## src/rtl/branch_resolve.sv

```systemverilog
// branch_resolve -- branch outcome resolution with a 2-bit saturating BHT.
//
// Resolves one control-flow instruction per cycle: evaluates the selected
// compare on a/b, produces a registered next-PC select and a mispredict flag
// one cycle later, trains a table of 2-bit saturating counters on
// conditional branches, and keeps saturating branch/mispredict statistics.
// The fetch side gets a combinational taken prediction for lookup_pc.
//
// Ports:
//   clk, reset          clock; asynchronous active-high reset
//   in_valid            resolve request this cycle
//   a, b                compare operands (N bits)
//   comp_ctrl           compare select (EQ/NE/LT/GE/LTU/GEU, funct3 style)
//   Branch, Jump, Jalr  instruction class
//   pc                  PC of the resolving instruction (selects BHT entry)
//   pred_taken_in       prediction this instruction received at fetch
//   lookup_pc           fetch-side PC for prediction
//   clear_stats         synchronous clear of both statistics counters
//   pred_taken          combinational prediction for lookup_pc
//   out_valid           registered result valid (in_valid delayed one cycle)
//   PCSrc               registered next-PC select: 00 PC+4, 01 target, 10 jalr
//   mispredict          registered conditional-branch mispredict flag
//   branch_count        resolved conditional branches (saturating)
//   mispredict_count    mispredicted conditional branches (saturating)

module branch_resolve #(
    parameter int N     = 32,
    parameter int DEPTH = 16,
    parameter int CNT_W = 32
) (
    input  logic             clk,
    input  logic             reset,
    input  logic             in_valid,
    input  logic [N-1:0]     a,
    input  logic [N-1:0]     b,
    input  logic [2:0]       comp_ctrl,
    input  logic             Branch,
    input  logic             Jump,
    input  logic             Jalr,
    input  logic [N-1:0]     pc,
    input  logic             pred_taken_in,
    input  logic [N-1:0]     lookup_pc,
    input  logic             clear_stats,
    output logic             pred_taken,
    output logic             out_valid,
    output logic [1:0]       PCSrc,
    output logic             mispredict,
    output logic [CNT_W-1:0] branch_count,
    output logic [CNT_W-1:0] mispredict_count
);

    // Compare encodings follow the RISC-V branch funct3 values; 010 and 011
    // are undefined and resolve as "not a conditional branch".
    localparam logic [2:0] COMP_EQ  = 3'b000;
    localparam logic [2:0] COMP_NE  = 3'b001;
    localparam logic [2:0] COMP_LT  = 3'b100;
    localparam logic [2:0] COMP_GE  = 3'b101;
    localparam logic [2:0] COMP_LTU = 3'b110;
    localparam logic [2:0] COMP_GEU = 3'b111;

    localparam logic [1:0] PCSRC_SEQ    = 2'b00;
    localparam logic [1:0] PCSRC_TARGET = 2'b01;
    localparam logic [1:0] PCSRC_JALR   = 2'b10;

    localparam logic [1:0] CTR_WEAK_NT = 2'b01;
    localparam int         IDX_W       = $clog2(DEPTH);

    logic [1:0]       bht [DEPTH];
    logic [IDX_W-1:0] lookup_idx;
    logic [IDX_W-1:0] update_idx;
    logic [1:0]       ctr_cur;
    logic [1:0]       ctr_next;

    logic             comp_defined;
    logic             taken;
    logic             is_cond;
    logic             mispredict_next;
    logic [1:0]       pcsrc_next;

    // Word-aligned PCs: bits [1:0] never vary, so the index starts at bit 2.
    assign lookup_idx = lookup_pc[IDX_W+1:2];
    assign update_idx = pc[IDX_W+1:2];

    // Reads the stored value, so a same-cycle update is not visible yet.
    assign pred_taken = bht[lookup_idx][1];

    logic unused_addr_bits;
    assign unused_addr_bits = ^{pc[N-1:IDX_W+2], pc[1:0],
                                lookup_pc[N-1:IDX_W+2], lookup_pc[1:0]};

    // Compare evaluation.
    always_comb begin
        // NOTE: every variable gets a default before the case so no path
        // leaves it unassigned; otherwise synthesis infers a latch.
        comp_defined = 1'b1;
        taken        = 1'b0;
        case (comp_ctrl)
            COMP_EQ:  taken = (a == b);
            COMP_NE:  taken = (a != b);
            COMP_LT:  taken = ($signed(a) <  $signed(b));
            COMP_GE:  taken = ($signed(a) >= $signed(b));
            COMP_LTU: taken = (a <  b);
            COMP_GEU: taken = (a >= b);
            default:  comp_defined = 1'b0;
        endcase
    end

    assign is_cond         = in_valid & Branch & ~Jump & ~Jalr & comp_defined;
    assign mispredict_next = is_cond & (taken ^ pred_taken_in);

    // Next-PC select: unconditional classes win over the compare result.
    always_comb begin
        pcsrc_next = PCSRC_SEQ;
        if (in_valid) begin
            if (Jump)
                pcsrc_next = PCSRC_TARGET;
            else if (Jalr)
                pcsrc_next = PCSRC_JALR;
            else if (is_cond && taken)
                pcsrc_next = PCSRC_TARGET;
        end
    end

    // Saturating counter step for the entry being trained.
    always_comb begin
        ctr_cur  = bht[update_idx];
        ctr_next = ctr_cur;
        if (taken) begin
            if (ctr_cur != 2'b11)
                ctr_next = ctr_cur + 2'b01;
        end else begin
            if (ctr_cur != 2'b00)
                ctr_next = ctr_cur - 2'b01;
        end
    end

    // Branch history table.
    always_ff @(posedge clk or posedge reset) begin
        if (reset) begin
            // NOTE: the table is built from flops, not a RAM macro, so it can
            // and must be cleared by the async reset to a known bias.
            for (int i = 0; i < DEPTH; i++)
                bht[i] <= CTR_WEAK_NT;
        end else if (is_cond) begin
            bht[update_idx] <= ctr_next;
        end
    end

    // Registered resolve result.
    always_ff @(posedge clk or posedge reset) begin
        if (reset) begin
            // NOTE: sequential state uses non-blocking assignments so every
            // register samples its inputs from before the edge.
            out_valid  <= 1'b0;
            PCSrc      <= PCSRC_SEQ;
            mispredict <= 1'b0;
        end else begin
            out_valid  <= in_valid;
            PCSrc      <= pcsrc_next;
            mispredict <= mispredict_next;
        end
    end

    // Statistics: saturate at all-ones; clear wins over a same-cycle count.
    always_ff @(posedge clk or posedge reset) begin
        if (reset) begin
            branch_count     <= '0;
            mispredict_count <= '0;
        end else if (clear_stats) begin
            branch_count     <= '0;
            mispredict_count <= '0;
        end else begin
            if (is_cond && (branch_count != '1))
                branch_count <= branch_count + CNT_W'(1);
            if (mispredict_next && (mispredict_count != '1))
                mispredict_count <= mispredict_count + CNT_W'(1);
        end
    end

endmodule

```

## config.mk

```make
export PLATFORM = sky130hd
export DESIGN_NAME = branch_resolve
export DESIGN_NICKNAME = d
export VERILOG_FILES = /design/src/rtl/branch_resolve.sv
export SDC_FILE = /design/constraint.sdc
export NUM_CORES = 1
export LEC_CHECK = 0
export ABC_AREA = 0
export CORE_MARGIN = 5
export CORE_UTILIZATION = 50
export DETAILED_ROUTE_END_ITERATION = 7
export GPL_TIMING_DRIVEN = 1
export PLACE_DENSITY = 0.89
export SLEW_MARGIN = 20
export SYNTH_ARGS = -nofsm -noshare
export SYNTH_HDL_FRONTEND = slang
export SYNTH_SLANG_ARGS = --single-unit
export TNS_END_PERCENT = 20
```

## constraint.sdc

```tcl
create_clock -name clk -period 6.2 [get_ports clk]
set_input_delay 0.62 -clock clk [delete_from_list [all_inputs] [get_ports clk]]
set_output_delay 0.62 -clock clk [all_outputs]
set_load 0.005 [all_outputs]
```

Word level (Yosys, flattened, before mapping)

Index checks and enable logic that the tools add are counted.

Output and inout port bits: 69
Word-level logic and storage cells: 83
Register bits: 100

Magnitude comparators: 7
Bitwise logic cells: 10
Reduce and logical (&&, ||, !) cells: 9
$add $sub $neg: 4
Eq/ne operators: 10
Muxes and demuxes: 22

Operators with widths:

| operator                | count |
|---|---|
| $mux W32                | 4 |
| $add A32 B1 Y32 const B | 2 |
| $ge A32 B32 Y1          | 2 |
| $lt A32 B32 Y1          | 2 |
| $ne A32 B32 Y1 const B  | 2 |
| $bwmux W32              | 1 |
| $eq A32 B32 Y1          | 1 |
| $ne A32 B32 Y1          | 1 |
| $mux W2                 | 11 |
| $bmux W2 S4             | 2 |
| $eq A3 B3 Y1 const B    | 4 |
| $ge A5 B5 Y1 const B    | 2 |
| $not A4 Y5              | 2 |
| $demux W2 S4            | 1 |
| $pmux W1 S6             | 1 |
| $reduce_bool A2 Y1      | 3 |
| $reduce_or A6 Y1        | 1 |
| $and A1 B1 Y1           | 5 |
| $lt A5 B1 Y1 const B    | 1 |
| $logic_and A1 B1 Y1     | 4 |
| $eq A3 B1 Y1 const B    | 1 |
| $logic_not A3 Y1        | 1 |
| $add A2 B1 Y2 const B   | 1 |
| $mux W1                 | 2 |
| 4 further kinds         | 5 |

Logic depth before layout (Yosys ltp)

Depth after elaboration: 9
Depth in mapped cells: 14
Depth with buffers taken out: 12

Worst setup path after synthesis

No wires, ideal clock.

Kind: input port to flip-flop
Start point: input b[29]
End point: register mispredict_count[24]
Library setup time: 0.125 ns
Data arrival time: 3.387 ns
Setup slack: 2.688 ns
Cell stages on the path: 14
Cell sequence: inv_1 -> ha_1 -> a21o_1 -> a21o_1 -> a221oi_1 -> o21ai_1 -> o21ai_0 -> nand4b_4 -> or3_4 -> and2_1 -> buf_6 -> buf_6 -> nor3_1 -> mux2_2

Cells in the longest elaborated chain, start to end: 6
Elaborated cells on any way between the ends: 11

Ends and longest elaborated chain:

| what                                   | RTL line | text |
|---|---|---|
| start: declaration                     | 35       | `input logic [N-1:0] b,` |
| $ge A32 B32 Y1 (tied with other cells) | 103      | `COMP_GEU: taken = (a >= b);` |
| $pmux W1 S6 *                          | 97       | `case (comp_ctrl)` |
| $xor A1 B1 Y1 *                        | 109      | `assign mispredict_next = is_cond & (taken ^ pred_taken_in);` |
| $and A1 B1 Y1 *                        | 109      |  |
| $logic_and A1 B1 Y1 *                  | 175      | `if (mispredict_next && (mispredict_count != '1))` |
| $reduce_bool A2 Y1 (no source line) *  | n/a      |  |
| end signal: assignment                 | 176      | `mispredict_count <= mispredict_count + CNT_W'(1);` |
| end: declaration                       | 49       | `output logic [CNT_W-1:0] mispredict_count` |

Mark *: on every way between the ends. The rest lies on a longest branch, timed or not.
A chain may end at the register's enable or synchronous reset.

Final worst setup path

Start point: input b[6]
End point: register mispredict_count[27]

Same word-level chain as after synthesis.

==> results.sh <==
export IMPL_status="complete, no violations"
export IMPL_max_freq_mhz=236
export IMPL_drt_pass1_iterations=5
export IMPL_fin_skew_ns=0.0105
export IMPL_r2r_start="mispredict_count[2]"
export IMPL_avgViaCountPerCell=5.81
export IMPL_cts_tree="done"
export IMPL_combPwrFrac=0.121
export IMPL_synth_xor_xnor_area_share=0.0484
export IMPL_ios=208
export IMPL_cts_resized=0
export IMPL_final_core_util=0.673
export IMPL_layout_commonest_cell="clkdlybuf4s50_1"
export IMPL_rows=40
export IMPL_clkPwrFrac=0.420
export IMPL_synth_compound_area_frac=0.0623
export IMPL_overflow=0
export IMPL_endpoint_kind="flip-flop"
export IMPL_multi_input_area_sq_mm=0.00338
export IMPL_cts_made_buffers=9
export IMPL_grt_max_degree=80
export IMPL_port_buffers=151
export IMPL_avgSynthCellArea_sq_um=10.1
export IMPL_min_period_ns=4.24
export IMPL_fillCellCount=899
export IMPL_fin_ws_ns=1.96
export IMPL_power_density_mw_per_mm2=181
export IMPL_syn_inst=610
export IMPL_wl_per_cell_um=17.9
export IMPL_p_leak_nw=3.46
export IMPL_syn_area_sq_mm=0.00615
export IMPL_antenna_found_initial=0
export IMPL_die_h_um=121
export IMPL_area_delta_synth_final_pct=31.4
export IMPL_start_kind="input pin"
export IMPL_maxSlewViolCount=0
export IMPL_coreArea_sq_mm=0.0120
export IMPL_dieWidth_um=121
export IMPL_worstPathMaxFanout=26
export IMPL_crit_start="b[6]"
export IMPL_switchingPower_uw=341
export IMPL_grt_pass1_vias=5346
export IMPL_worstMarginPinSlew_ns=0.823
export IMPL_period_share=0.684
export IMPL_grt_total_usage=0.225
export IMPL_pre_cts_ws_ns=1.64
export IMPL_num_vias=5260
export IMPL_cp_arrival_ns=4.48
export IMPL_muxShareOfSynthArea=0.141
export IMPL_clk_path_buf_depth=2
export IMPL_start_util=0.512
export IMPL_diodes=0
export IMPL_internal_power_mw=1.12
export IMPL_cap_violations=0
export IMPL_p_seq_frac=0.459
export IMPL_drc=0
export IMPL_maxSlewHeadroom=0.451
export IMPL_routed_wl_um=16200
export IMPL_synth_top_family_by_area="simple AND/OR/NAND/NOR gates"
export IMPL_postCtsHoldBufs=0
export IMPL_post_cts_setup_buffers=0
export IMPL_swShare=0.233
export IMPL_detailedRoute_firstIterationViolations=359
export IMPL_synth_cell_types=49
export IMPL_synth_fp_nets=783
export IMPL_clk_insertion_delay_late_ns=0.35
export IMPL_synth_seq_area_share=0.410
export IMPL_place_congestion=0.879
export IMPL_drtAntennaViolNets=0
export IMPL_synth_simple_area_share=0.226
export IMPL_hp_class="flip-flop to flip-flop"
export IMPL_cts_htree_levels=3
export IMPL_final_setup_viol_count=0
export IMPL_layout_drive_gt1_share=0.141
export IMPL_layout_nets=926
export IMPL_clkSlewWorstSetupHoldPaths_ns=0.07
export IMPL_ir_drop_mv=0.130
export IMPL_yosys_warnings=0
export IMPL_path_class="input pin to flip-flop"
export IMPL_dp_hpwl_um=11800
export IMPL_synthAdderAreaFrac=0.0724
export IMPL_layout_common_cells="clkdlybuf4s50_1 (150), dfrtp_1 (84), nor2_1 (60), mux2_2 (45), nand2_1 (43)"
export IMPL_rsz0062_at_grt="false"
export IMPL_crit_required_ns=6.44
export IMPL_cts_root_buf="clkbuf_16"
export IMPL_register_area_sq_mm=0.00252
export IMPL_clock_sinks=100
export IMPL_hold_viol=0
export IMPL_finalSetupTns_ns=0
export IMPL_dieArea_sq_mm=0.0146
export IMPL_grt_pass1_wl_um=26600
export IMPL_hold_start="bht[23]"
export IMPL_synth_seq_cells=100
[final timing paths]
| path | endpoint | slack (ns) | cells past startpoint |
|---|---|---|---|
| setup / recovery | mispredict_count[27] | 1.96 | 13 |
| min in group asynchronous | branch_count[23] | 0.69 | 2 |
| hold reg to reg | bht[23] | 0.53 | 1 |
| max in group asynchronous | bht[19] | 4.36 | 3 |
| setup reg to reg | mispredict_count[27] | 2.72 | 10 |
| hold / removal | bht[23] | 0.53 | 1 |
[power by group through the flow]
stage,registers [mW],logic (mW),clock network (mW)
after floorplan,0.681,0.0921,0
after global placement,0.681,0.168,0
after detailed placement,0.682,0.177,0
after CTS,0.671,0.178,0.622
after global routing,0.671,0.196,0.652
final,0.671,0.177,0.613
[area by class of cell]
| class | instances | share of cell area |
|---|---|---|
| Multi-Input combinational cell | 451 | 0.418 |
| Clock buffer | 10 | 0.0296 |
| Clock inverter | 6 | 0.0108 |
| Tap cell | 147 | 0.0228 |
| Timing Repair Buffer | 153 | 0.188 |
| Sequential cell | 100 | 0.312 |
| Inverter | 38 | 0.0180 |
[per-layer routing]
metal | track usage | vias up | routed length [um] | part of all wire
met2 | 0.388 | 228 | 8130 | 0.50
met5 | 0 | - | 0 | 0
met4 | 0.0574 | 0 | 212 | 0.013
met1 | 0.291 | 2560 | 6740 | 0.42
met3 | 0.0448 | 16 | 1120 | 0.069
li1 | - | 2456 | - | -
[sequential cells by signal, summed over array words and instances (netlist names)]
| register | flops |
|---|---|
| PCSrc | 2 |
| bht | 32 |
| branch_count | 32 |
| mispredict | 1 |
| mispredict_count | 32 |
| out_valid | 1 |
[synth_stat cells (all sizes together)]
cell type  count  area share
mux2i          1      0.0016
and2           7      0.0071
buf            5      0.0069
or3           11       0.012
inv           38       0.023
nand2         43       0.026
nand3         33       0.027
dfrtp         84        0.34
nor3b          5      0.0061
o31ai          5      0.0061
nor3           9      0.0073
nand4         19       0.020
maj3           2      0.0033
or4b           1      0.0016
nand2b         2      0.0020
mux4          15       0.055
nor2          60       0.037
mux2          46       0.084
a21boi         2      0.0024
and3b          1      0.0014
o22ai          1      0.0010
clkbuf        16      0.0098
and3          11       0.014
a211o          1      0.0014
a221oi         2      0.0028
and4          13       0.019
nand4b         2      0.0053
o21ai         18       0.015
or4            4      0.0049
nor2b         24       0.024
a21o           2      0.0024
nand3b         5      0.0061
xor2          21       0.030
dfstp         16       0.068
nor4bb         1      0.0016
a41oi          2      0.0053
ha            34       0.069
nor4           3      0.0031
a21oi         32       0.026
xnor2         13       0.019
[cells by family (layout without fill, tap and decap cells)]
family | after synthesis | count (layout)
AND/OR/NAND/NOR | 254 | 254
flip-flops | 100 | 100
AO/OA/AOI/OAI | 65 | 65
multiplexers | 62 | 62
buffers and inverters | 59 | 207
adder cells (fa/ha/maj) | 36 | 36
XOR/XNOR | 34 | 34
[critical path, cell delays in order]
cell and delay, ns:
clkdlybuf4s50_1 0.46, inv_1 0.04, ha_1 0.31, a21oi_1 0.18, a21boi_0 0.11, o31ai_1 0.35
a41oi_2 0.22, o21ai_0 0.38, nand4b_4 0.16, or3_4 0.43, and2_1 0.44, nor4_1 0.40
mux2_2 0.37
[through the flow]
step / cell area (sq um) / cells / hold WS [ns] / total power, mW
floorplan: 6150 / 610 / 0.491 / 0.773
global placement: 7750 / 889 / 0.505 / 0.850
detailed placement: 7750 / 889 / 0.520 / 0.859
CTS: 8080 / 905 / 0.534 / 1.47
global route: 8080 / 905 / 0.546 / 1.52
finish: 8080 / 905 / 0.532 / 1.46
Power figures use the tool's default switching activity.
